[src/rtl/shifter_pkg.sv]
// Shared types for the iterative shifter: operation encoding and FSM states.
package shifter_pkg;

    typedef enum logic [1:0] {
        MODE_SLL = 2'b00,
        MODE_SRL = 2'b01,
        MODE_SRA = 2'b10,
        MODE_ROR = 2'b11
    } mode_e;

    typedef enum logic [1:0] {
        ST_IDLE  = 2'b00,
        ST_SHIFT = 2'b01,
        ST_DONE  = 2'b10
    } state_e;

endpackage

[src/rtl/shift_step.sv]
// One combinational shift of 0..STEP bit positions in the selected mode.
// Rotate support is built only when ITER_SHIFTER_ROTATE_EN is defined.
module shift_step
    import shifter_pkg::*;
#(
    parameter int DATA_W = 32,
    parameter int AMT_W  = 6
) (
    input  logic [DATA_W-1:0] data,
    input  logic [AMT_W-1:0]  amt,
    input  mode_e             mode,
    output logic [DATA_W-1:0] result
);

    // NOTE: default assignment first so no path through the case infers a latch.
    always_comb begin
        result = data;
        case (mode)
            MODE_SLL: result = data << amt;
            MODE_SRL: result = data >> amt;
            // The working register keeps its MSB under SRA, so it is the operand's sign.
            MODE_SRA: result = $signed(data) >>> amt;
`ifdef ITER_SHIFTER_ROTATE_EN
            MODE_ROR: result = (data >> amt) | (data << (DATA_W - int'(amt)));
`else
            MODE_ROR: result = data;
`endif
            default:  result = data;
        endcase
    end

endmodule

[src/rtl/iter_shifter.sv]
// Multi-cycle shifter: shifts up to STEP positions per clock with a valid/ready
// handshake on both sides. Optional rotate mode via ITER_SHIFTER_ROTATE_EN.
module iter_shifter
    import shifter_pkg::*;
#(
    parameter int DATA_W  = 32,
    parameter int SHAMT_W = 5,
    parameter int STEP    = 4
) (
    input  logic               i_clk,
    input  logic               i_rst_n,
    input  logic               i_valid,
    output logic               o_ready,
    input  logic [DATA_W-1:0]  i_data,
    input  logic [SHAMT_W-1:0] i_shamt,
    input  logic [1:0]         i_mode,
    output logic               o_valid,
    input  logic               i_ready,
    output logic [DATA_W-1:0]  o_data
);

    // One extra bit so STEP == DATA_W is representable.
    localparam int                AMT_W    = SHAMT_W + 1;
    localparam logic [AMT_W-1:0]  STEP_AMT = AMT_W'(STEP);

    state_e             state;
    mode_e              mode;
    logic [DATA_W-1:0]  work;
    logic [SHAMT_W-1:0] remaining;
    logic [AMT_W-1:0]   step_amt;
    logic               last_step;
    logic               direct_done;
    logic [DATA_W-1:0]  step_result;

    always_comb begin
        step_amt  = ({1'b0, remaining} < STEP_AMT) ? {1'b0, remaining} : STEP_AMT;
        last_step = ({1'b0, remaining} <= STEP_AMT);
    end

`ifdef ITER_SHIFTER_ROTATE_EN
    assign direct_done = (i_shamt == '0);
`else
    // Without rotate support, mode 11 is a one-cycle pass-through.
    assign direct_done = (i_shamt == '0) || (mode_e'(i_mode) == MODE_ROR);
`endif

    shift_step #(
        .DATA_W (DATA_W),
        .AMT_W  (AMT_W)
    ) u_shift_step (
        .data   (work),
        .amt    (step_amt),
        .mode   (mode),
        .result (step_result)
    );

    // NOTE: all state below uses non-blocking assignments so every register
    // samples pre-edge values, independent of statement order.
    always_ff @(posedge i_clk or negedge i_rst_n) begin
        if (!i_rst_n) begin
            state     <= ST_IDLE;
            mode      <= MODE_SLL;
            work      <= '0;
            remaining <= '0;
            o_ready   <= 1'b1;
            o_valid   <= 1'b0;
            o_data    <= '0;
        end else begin
            case (state)
                ST_IDLE: begin
                    if (i_valid) begin
                        work      <= i_data;
                        remaining <= i_shamt;
                        mode      <= mode_e'(i_mode);
                        o_ready   <= 1'b0;
                        if (direct_done) begin
                            o_data  <= i_data;
                            o_valid <= 1'b1;
                            state   <= ST_DONE;
                        end else begin
                            state   <= ST_SHIFT;
                        end
                    end
                end
                ST_SHIFT: begin
                    work      <= step_result;
                    remaining <= remaining - step_amt[SHAMT_W-1:0];
                    if (last_step) begin
                        o_data  <= step_result;
                        o_valid <= 1'b1;
                        state   <= ST_DONE;
                    end
                end
                ST_DONE: begin
                    if (i_ready) begin
                        o_valid <= 1'b0;
                        o_ready <= 1'b1;
                        state   <= ST_IDLE;
                    end
                end
                default: begin
                    state   <= ST_IDLE;
                    o_valid <= 1'b0;
                    o_ready <= 1'b1;
                end
            endcase
        end
    end

endmodule
[config.mk]
export PLATFORM = sky130hd
export DESIGN_NAME = iter_shifter
export DESIGN_NICKNAME = d
export VERILOG_FILES = /design/src/rtl/shifter_pkg.sv /design/src/rtl/shift_step.sv /design/src/rtl/iter_shifter.sv
export SDC_FILE = /design/constraint.sdc
export NUM_CORES = 1
export LEC_CHECK = 0
export CAP_MARGIN = 20
export CORE_MARGIN = 2
export CORE_UTILIZATION = 46
export CTS_CLUSTER_SIZE = 16
export DETAILED_ROUTE_END_ITERATION = 10
export DONT_BUFFER_PORTS = 1
export SYNTH_ARGS = -nofsm -noshare
export SYNTH_HDL_FRONTEND = slang
export SYNTH_SLANG_ARGS = --single-unit
export TNS_END_PERCENT = 10
[constraint.sdc]
create_clock -name i_clk -period 5.73 [get_ports i_clk]
set_clock_uncertainty 0.1 [all_clocks]
set_input_delay 0 -clock i_clk [delete_from_list [all_inputs] [get_ports i_clk]]
set_output_delay 0 -clock i_clk [all_outputs]
set_load 0.05 [all_outputs]
# Yosys cells after proc, flatten, opt, wreduce, memory -nomap -nowiden
# Index checks and enable logic that the tools add are counted.
[totals]
output_inout_bits = 34
input_bits = 43
reg_bits = 75
[op_classes]
n_reduce_logical = 11
n_addsub = 1
bitwise = 1
n_eq_ne = 10
magnitude_cmp = 2
shift = 3
mux = 23
[op_table]
columns = ["cell", "n"]
rows = [
  ["$mux W32", 4],
  ["$pmux W32 S2", 2],
  ["$pmux W32 S4", 1],
  ["$shl A32 B5 Y32", 1],
  ["$shr A32 B5 Y32", 1],
  ["$sshr A32 B5 Y32", 1],
  ["$mux W5", 2],
  ["$pmux W5 S2", 1],
  ["$eq A2 B2 Y1 const B", 4],
  ["$mux W2", 4],
  ["$ne A2 B2 Y1 const B", 4],
  ["$reduce_and A4 Y1", 2],
  ["$mux W1", 6],
  ["$pmux W1 S3", 2],
  ["$pmux W2 S3", 1],
  ["$reduce_and A3 Y1", 2],
  ["$le A5 B3 Y1 const B", 1],
  ["$logic_not A5 Y1", 1],
  ["$lt A5 B3 Y1 const B", 1],
  ["$sub A5 B5 Y5", 1],
  ["$eq A2 B1 Y1 const B", 2],
  ["$logic_not A2 Y1", 2],
  ["$reduce_and A2 Y1", 2],
  ["$reduce_bool A2 Y1", 1],
  ["2 further kinds", 2],
]

# Longest topological paths before layout
# Gate-level depths: netlist of run 1.
[logic_depth]
depth_word = 6
depth_mapped = 11
depth_no_buf = 7

# By module
# A second synthesis of run 1 with hierarchy kept.
[hier_totals]
hier_cells = 975
hier_area_um2 = 8819.7
[by_module_without_submodules]
columns = ["module", "seq_area_each_um2", "instances", "area_per_inst_um2", "cells_per_inst"]
rows = [
  ["shift_step", 0.0, 1, 5248.8, 623],
  ["iter_shifter", 1878.1, 1, 3570.9, 352],
]

# Worst setup path after synthesis of run 1
# No wires, ideal clock.
[synth_path]
path_type = "reg-to-reg"
start = "reg remaining[2]"
end = "reg remaining[4]"
setup_ns = 0.126
path_buffers = 4
stages_incl_launch_ff = 12
arrival_time_ns = 2.236
required_ns = 5.504
period_less_slack_ns = 2.462
path_slack_ns = 3.268
path_cell_list = "dfrtp_1 -> buf_6 -> clkbuf_1 -> or3_1 -> buf_2 -> buf_2 -> nand2_1 -> ha_1 -> nor2_1 -> nor2b_1 -> o311a_1 -> a221o_1"
[synth_via]
elab_chain_len = 4
[synth_lines]
columns = ["element", "line_no", "source"]
rows = [
  ["from (decl)", "iter_shifter.sv:29", "logic [SHAMT_W-1:0] remaining;"],
  ["from (signal assigned)", "iter_shifter.sv:73", "remaining <= i_shamt;"],
  ["from (signal assigned)", "iter_shifter.sv:87", "remaining <= remaining - step_amt[SHAMT_W-1:0];"],
  ["$lt A5 B3 Y1", "iter_shifter.sv:36", "step_amt = ({1'b0, remaining} < STEP_AMT) ? {1'b0, remaining} : STEP_AMT;"],
  ["$mux W5", "iter_shifter.sv:36", ""],
  ["$sub A5 B5 Y5 (*)", "iter_shifter.sv:87", ""],
  ["$pmux W5 S2 (*)", "iter_shifter.sv:69", "case (state)"],
]
# Mark *: on every way between the ends. The rest lies on a longest branch, timed or not.
# A chain may end at the register's enable or synchronous reset.

# Worst setup path in the final report of run 1
[layout_path]
start = "reg remaining[0]"
end = "reg o_data[16]"
[layout_via]
elab_chain_len = 6
elab_cells_between_ends = 11
classes_between = "order compare (2); eq/ne (1); shift (3); mux (4); reduce/logical (1)"
[layout_lines]
columns = ["element", "line_no", "source"]
rows = [
  ["$lt A5 B3 Y1", "iter_shifter.sv:36", ""],
  ["$mux W5", "iter_shifter.sv:36", ""],
  ["$sshr A32 B5 Y32, or another cell as far along", "shift_step.sv:22", "MODE_SRA: result = $signed(data) >>> amt;"],
  ["$pmux W32 S4", "shift_step.sv:18", "case (mode)"],
  ["$mux W32", "iter_shifter.sv:88", "if (last_step) begin"],
  ["$pmux W32 S2", "iter_shifter.sv:69", ""],
  ["to (signal assigned)", "iter_shifter.sv:77", "o_data <= i_data;"],
  ["to (signal assigned)", "iter_shifter.sv:89", "o_data <= step_result;"],
  ["to (decl)", "iter_shifter.sv:19", "output logic [DATA_W-1:0] o_data"],
]
# Parallel ways exist; a longest one is shown, timed or not. The select of a mux whose other input is x is not followed.

==> results.ini, run 1 <==
[placement]
portBuffers=0
place_area_um2=5750
post-place-ws_ns=2.49
gp_congestion=0.944
hpwlAfterDp_mm=13.4

[clock_network]
root_buffer=clkbuf_16
cts_buffers=9
clkTransAtPathRegs_ns=0.06
cts_resized=0
cts_hold_buf=42
cts_sinks=75
clock_latency_ns=0.35
post_cts_buffers=0
cts_htree_levels=3
tritoncts=yes
cts_buffer_depth=2

[synth]
ys_types=73
synth_compound_area_share_pct=31.7
synthAdderAreaFrac_pct=0.216
synthArstFlopShare_pct=100
synth_edf_count=0
synthCells=738
synth_fp_nets=782
synthXorXnorAreaFrac_pct=0.302
syn_avg_cell_area_um2=7.86
synth_top_family_by_area=compound AO/OA/AOI/OAI gates
synthMuxAreaShare_pct=9.67
ys.flop_type=dfrtp_1
ys_ff_latch=75
synth-simple-area-share_pct=19.0
ys_warn_count=0
seq_area_frac_synth_pct=32.4
syn_area_um2=5800

[timing]
setup-tns-final_ns=0
fin_crit_sh_pct=57.0
holdWs_ns=-0.0126
fmax_mhz=306
setup_viol=0
final_max_slew_viol_count=0
rsz0062_at_grt=false
fin_crit_ns=3.26
tightest_slew_ns=1.11
max_slew_margin_pct=25.8
worst_slack_ns=2.47
timing_hold_violations_final=2

[floorplan]
die_width_um=116
die_h_um=116
dieArea_um2=13500
core_um2=12500
initial_core_util_pct=46.5
rows=41
ioPinCount=77

[critical_path]
path_cells=or4b_4 -> mux2i_2 -> a211oi_1 -> a2111o_1 -> a21oi_2 -> o31ai_1
critPathMaxStageDelay_ns=1.00
cp_slowest_cell=dfrtp_1
start_kind=flop
crit_type=flop to flop
cp.arrival_ns=3.36
worst-path-max-fanout=43
critical_path_required_ns=5.82
end_kind=flop

[status]
violations=hold timing
status=complete, but fails checks

[global_route]
grtUsageTotal_pct=32.1
grt_max_degree=76
grt_overflow_total=0
grt_pass1_vias=5689
antenna_found_initial=0
grt_pass1_wl_mm=33.0

[final_layout]
final_common_cell=nand2_1
multi_input_area_um2=3560
fin_area_um2=6520
area_growth_pct=12.4
drive_gt1_share_pct=8.54
fin_nets=765
ff_latch_area_um2=1880
final_cell_mix=nand2_1, a21oi_1, dfrtp_1
filler_cell_count=1220
antenna-diode-count=0

[routing]
drtIter0Drc=540
firstDrtPassIters=5
vias_per_cell=6.68
drt_wl_total_mm=21.1
drc=0
ant_nets=0
wire_per_inst_um=23.5
routed-via-count=5995

[job]
drv_cap=0

[worst_hold_path]
hp-class=primary input to flop

## cells by family (layout without fill, tap and decap cells)
logic type	count (synthesis)	after routing
AOI/OAI and AO/OA	282	282
DFF	75	75
buffers and inverters	85	73
other	1	1
xor gates and xnor gates	2	2
muxes	50	50
adders and majority gates	1	1
and+or+nand+nor	242	242
## worst max-delay path, delay by kind of cell (launching register included)
family / cells / cell delay [ns]
flip-flops: 1 / 1.00
multiplexers: 1 / 0.33
AND/OR/NAND/NOR: 1 / 0.86
AO/OA/AOI/OAI: 4 / 0.78
## flip-flops by register name (all words and copies together), names as in the netlist
register	count
o_ready	1
work	32
o_data	32
remaining	5
mode	2
o_valid	1
state	2
## through the flow
step / util [%] / cells
finish: 52.3 / 898
global route: 52.3 / 898
CTS: 52.3 / 898
detailed placement: 46.2 / 840
global placement: 46.2 / 840
floorplan: - / 738
## layout make-up
cell class              instances  area share (%)
multi-input cells             578            54.6
repair buffers                 54            8.10
clock inverters                 6            1.32
clock buffers                  10            3.67
flip-flops and latches         75            28.8
well taps                     172            3.30
inverters                       3           0.173
## final timing paths
check / end / slack, ns / from / cells after the start
max: o_data[16] / 2.47 / remaining[0] / 6
min in group asynchronous: o_data[5] / 0.11 / i_rst_n / 2
min: work[21] / -0.01 / i_data[21] / 3
max reg2reg: o_data[16] / 2.47 / remaining[0] / 6
max in group asynchronous: o_ready / 5.09 / i_rst_n / 2
min reg2reg: work[12] / 0.54 / work[12] / 2
## cell usage after synthesis (3+ instances only)
cell type	n	area, um2
nand2_1	121	454
a21oi_1	76	380
dfrtp_1	74	1850
clkbuf_1	58	218
nor2_1	51	191
o21ai_0	50	250
mux2i_1	33	330
o31ai_1	25	188
nand3_1	22	110
a221oi_1	17	149
a211oi_1	15	113
buf_2	14	70.1
o21ai_1	14	70.1
mux2_2	12	135
nor3_1	11	55.1
o22ai_1	10	62.6
o221ai_1	8	70.1
a22o_1	7	61.3
a31oi_1	7	43.8
a22oi_1	6	45.0
nand2b_1	6	37.5
a211o_1	5	43.8
buf_6	5	56.3
a21boi_1	4	30.0
a21o_1	4	30.0
nor2b_1	4	25.0
o211ai_1	4	30.0
o22a_1	4	35.0
a41oi_1	3	26.3
and2_1	3	18.8
and3_1	3	18.8
buf_4	3	22.5
mux4_2	3	67.6
nand4_1	3	18.8
o2111ai_1	3	26.3
## metal layers
metal / global-route usage [%] / vias up / part of all wire (%)
met5: 0 / - / 0
met4: 13.4 / 0 / 2.5
met3: 5.14 / 35 / 8.0
met2: 50.3 / 321 / 46
met1: 44.3 / 2928 / 43
li1: - / 2711 / -
Power of run 1 is left out: the tool's default activity adds up to more than one toggle a clock period on the data nets, which glitch-free logic cannot reach.
==> run 2, diff against run 1 <==
- clock period: 5.73 -> 3.25 ns (I/O delays scaled with it)
==> run 2 against run 1 <==
The flow now finishes without violations; worst hold slack better by 0.037 ns; worst setup slack worse by 2.1 ns; maximum frequency up 12%; critical path depth rose by 3; register-to-register slack got worse by 2.1 ns; global-route usage is 0.78 points higher; via count increased by 2.2%; largest cell class unchanged; die area unchanged.
==> results.ini, run 2 (synthesis gave the netlist of run 1 again) <==
[status]
status=finished, final reports clean

[final_layout]
area_growth_pct=17.6
reg.largest.list=o_data: 32 flops, work: 32 flops, remaining: 5 flops
fin_nets=804  ; +5.1%
drive_gt1_share_pct=13.1  ; +4.5 points
final_common_cell=nand2_1
final_cell_mix=nand2_1, a21oi_1, dfrtp_1
finalNonFillerCells=937  ; +4.3%
antenna-diode-count=0  ; unchanged

[routing]
drc=0  ; unchanged
ant_nets=0  ; unchanged
routed-via-count=6126  ; +2.2%
vias_per_cell=6.54  ; -2.1%
wire_per_inst_um=22.7  ; -3.3%
firstDrtPassIters=5  ; unchanged
drt_wl_total_mm=21.3  ; +0.89%
drtIter0Drc=571  ; +5.7%

[critical_path]
end_kind=flop
critical_path_required_ns=3.38  ; -2.44 ns
crit_type=flop to flop
start_kind=flop
worst-path-max-fanout=16  ; -63%
ff2ff_path_depth=9  ; +3
cp.arrival_ns=3.06  ; -0.30 ns

[placement]
portBuffers=0  ; unchanged
dp.cells=877  ; +4.4%
gp_congestion=0.997  ; +5.6%
hpwlAfterDp_mm=14.4  ; +7.7%
post-place-ws_ns=0.598  ; -1.90 ns

[timing]
fin_crit_sh_pct=90.0  ; +33 points
fmax_mhz=342  ; +12%
setup-tns-final_ns=0  ; unchanged
rsz0062_at_grt=false
fin_crit_ns=2.92  ; -0.341 ns
final_max_slew_viol_count=0  ; unchanged
worst_slack_ns=0.326  ; -2.14 ns
max_slew_margin_pct=45.0  ; +19 points
timing_hold_violations_final=0  ; -2
setup_viol=0  ; unchanged
tightest_slew_ns=0.825  ; -0.287 ns

[floorplan]
initial_core_util_pct=46.5  ; unchanged
ioPinCount=77  ; unchanged
core_um2=12500  ; unchanged
dieArea_um2=13500  ; unchanged
die_width_um=116  ; unchanged
die_h_um=116  ; unchanged
rows=41  ; unchanged

[clock_network]
tritoncts=yes
cts_buffers=9  ; unchanged
cts_sinks=75  ; unchanged
root_buffer=clkbuf_16
clock_latency_ns=0.35  ; about the same
cts_htree_levels=3  ; unchanged
cts_buffer_depth=2  ; unchanged
clkTransAtPathRegs_ns=0.06  ; about the same

[job]
drv_cap=0  ; unchanged

[global_route]
grt_overflow_total=0  ; unchanged
grtUsageTotal_pct=32.9  ; +0.78 points
grt_pass1_vias=6184  ; +8.7%
grt_pass1_wl_mm=34.2  ; +3.6%
grt_max_degree=76  ; unchanged
antenna_found_initial=0  ; unchanged

[worst_hold_path]
hold_depth=3  ; unchanged
hp-class=primary input to flop

==> run 2: cell types whose count changed in the layout (fill, tap and decap cells not counted) <==
cell           delta
bufinv_16         -1
or3_2             +1
dlygate4sd3_1     +2
buf_12            +1
or3_1             -1
clkbuf_8          +2
inv_6             -1
buf_4            +36
==> run 2: final timing paths <==
| path | from | endpoint | slack, ns |
|---|---|---|---|
| max in group asynchronous | i_rst_n | o_ready | 2.60 |
| worst max-delay path | remaining[3] | remaining[4] | 0.33 |
| worst max register to register | remaining[3] | remaining[4] | 0.33 |
| worst min-delay path | i_data[7] | work[7] | 0.02 |
| worst min register to register | state[1] | state[0] | 0.50 |
| min in group asynchronous | i_rst_n | o_data[9] | 0.10 |
==> run 2: routing by layer <==
layer | global-route usage (%) | part of all wire [%] | up-vias
met5 | 0 | 0 | -
met4 | 15.9 | 3.8 | 0
met3 | 7.89 | 9.0 | 71
met2 | 51.0 | 45 | 344
met1 | 43.3 | 42 | 2933
li1 | - | - | 2778
==> run 2: stage by stage <==
stage               utilization (%)  hold slack [ns]  instance area, um2
floorplan                         -           -0.396                5800
global placement               48.5           -0.394                6040
detailed placement             48.5           -0.394                6040
CTS                            54.7         0.000562                6820
global route                   54.7           0.0747                6820
finish                         54.7           0.0241                6820
==> run 2: worst max-delay path: stages, from the launching register on <==
cell	delay, ns
dfrtp_1	0.35
buf_4	0.21
or3_2	0.43
nand2_1	0.11
ha_1	0.25
nor2_1	0.18
nor2b_1	0.07
o311a_1	0.29
a221o_1	0.25
dlygate4sd3_1	0.55
==> run 2: area by class of cell <==
cell class              count  area, um2
clock buffers              12        267
clock inverters             4       47.5
fillers                  1207       5650
inverters                   3       11.3
multi-input cells         578       3560
flip-flops and latches     75       1880
well taps                 172        215
repair buffers             93        838
==> run 2: repair_timing <==
action	4_1_cts	5_1_grt
hold endpoints to repair	148	0
buffers inserted	0	0
endpoints found under the setup margin	0	1
hold buffers	44	0
resized for setup	0	1
Power of run 2 is left out for the same reason.
==> run 3, diff against run 2 <==
- CORE_ASPECT_RATIO: unset -> 1.2
- CORE_MARGIN: 2 -> 4
==> run 3 against run 2 <==
The flow now finishes with violations (hold timing); first-iteration DRC count increased by 21%; design area decreased by 0.88%; maximum frequency increased by 3.2%; sequential share of layout area increased by 0.24 points; global-route usage decreased by 2.4 points; wire length increased by 2.8%; register-to-register slack improved by 0.09 ns; via count increased by 0.90%; worst setup slack improved by 0.091 ns.
==> results.ini, run 3 (synthesis gave the netlist of run 1 again) <==
[routing]
routed-via-count=6181  ; +0.90%
wire_per_inst_um=23.9  ; +5.0%
ant_nets=0  ; unchanged
firstDrtPassIters=6  ; +1
drt_wl_total_mm=21.9  ; +2.8%
drc=0  ; unchanged
vias_per_cell=6.74  ; +3.1%
drtIter0Drc=691  ; +21%

[final_layout]
final_common_cell=nand2_1
antenna-diode-count=0  ; unchanged
drive_gt1_share_pct=12.0  ; -1.0 points
area_growth_pct=16.5
final_cell_mix=nand2_1, a21oi_1, dfrtp_1
fin_nets=795  ; -1.1%
reg.largest.list=o_data: 32 flops, work: 32 flops, remaining: 5 flops

[floorplan]
initial_core_util_pct=47.5  ; +0.93 points
die_width_um=111  ; -5.0%
ioPinCount=77  ; unchanged
rows=44  ; +7.3%
die_h_um=131  ; +13%
core_um2=12200  ; -2.0%
dieArea_um2=14500  ; +7.1%

[global_route]
grtUsageMet1_pct=40.2  ; -3.1 points
top_usage_layer=met2
grt_max_degree=76  ; unchanged
grtUsageTotal_pct=30.6  ; -2.4 points
antenna_found_initial=0  ; unchanged
grt_pass1_vias=6056  ; -2.1%
grt_overflow_total=0  ; unchanged
use_met3_pct=5.76  ; -2.1 points
met2_usage_pct=48.1  ; -2.8 points
grt_pass1_wl_mm=34.8  ; +1.8%

[timing]
fin_crit_sh_pct=87.1  ; -2.8 points
timing_hold_violations_final=2  ; +2
setup-tns-final_ns=0  ; unchanged
holdWs_ns=-0.000982  ; -0.0251 ns
setup_viol=0  ; unchanged
rsz0062_at_grt=false
final_max_slew_viol_count=0  ; unchanged
max_slew_margin_pct=48.3  ; +3.3 points
tightest_slew_ns=0.776  ; -0.0495 ns
fin_crit_ns=2.83  ; -0.0915 ns
fmax_mhz=353  ; +3.2%

[clock_network]
tritoncts=yes
cts_sinks=75  ; unchanged
cts_htree_levels=3  ; unchanged
cts_buffers=9  ; unchanged
clkTransAtPathRegs_ns=0.06  ; about the same
cts_buffer_depth=2  ; unchanged
cts_resized=0  ; unchanged
clock_latency_ns=0.36  ; about the same
root_buffer=clkbuf_16

[status]
violations=hold timing
status=complete, but fails checks

[placement]
portBuffers=0  ; unchanged
gp_congestion=0.990  ; -0.71%
hpwlAfterDp_mm=14.9  ; +2.9%

[critical_path]
end_kind=flop
crit_type=flop to flop
start_kind=flop
critical_path_required_ns=3.39  ; about the same
cp.arrival_ns=2.97  ; -0.09 ns
worst-path-max-fanout=14  ; -2

[worst_hold_path]
hp-class=primary input to flop

[job]
drv_cap=0  ; unchanged

[run 3: layout make-up]
type	count	area, um2
tap	161	201
sequential	75	1880
multi-input combinational	578	3560
timing repair buffer	84	793
clock buffer	12	267
inverter	3	11.3
fill	1157	5460
clock inverter	4	47.5
[run 3: final timing paths]
kind	end	startpoint	slack [ns]	depth (start not counted)
setup / recovery	o_data[7]	remaining[2]	0.42	7
hold / removal	remaining[1]	i_valid	-0.001	3
setup reg to reg	o_data[7]	remaining[2]	0.42	7
hold reg to reg	work[0]	work[0]	0.52	2
min in group asynchronous	o_data[15]	i_rst_n	0.10	2
max in group asynchronous	o_ready	i_rst_n	2.60	2
[run 3: through the flow]
step / util (%) / cell area, um2 / setup WS, ns / std cells / hold WS (ns)
after floorplan: - / 5800 / 0.788 / 738 / -0.396
after global placement: 49.1 / 6000 / 0.471 / 858 / -0.393
after detailed placement: 49.1 / 6000 / 0.481 / 858 / -0.393
after CTS: 55.3 / 6760 / 0.465 / 917 / 0.00117
after global routing: 55.3 / 6760 / 0.314 / 917 / 0.0541
final: 55.3 / 6760 / 0.418 / 917 / -0.000982
[run 3: per-layer routing]
metal,wire length [um],share of wire [%]
met2,9900,45
met4,923,4.2
met1,9100,42
met3,1990,9.1
met5,0,0
[run 3: critical path, cell delays in order, from the launching register on]
cell,delay (ns)
dfrtp_1,0.51
buf_4,0.23
nor3_4,0.44
nor2_1,0.33
a221oi_1,0.37
a41oi_1,0.26
buf_4,0.21
mux2_2,0.26
[run 3: timing repair]
action                    CTS  global route
hold buffers               43             0
setup buffers               0             0
hold endpoints to repair  148             0
Power of run 3 is left out for the same reason.
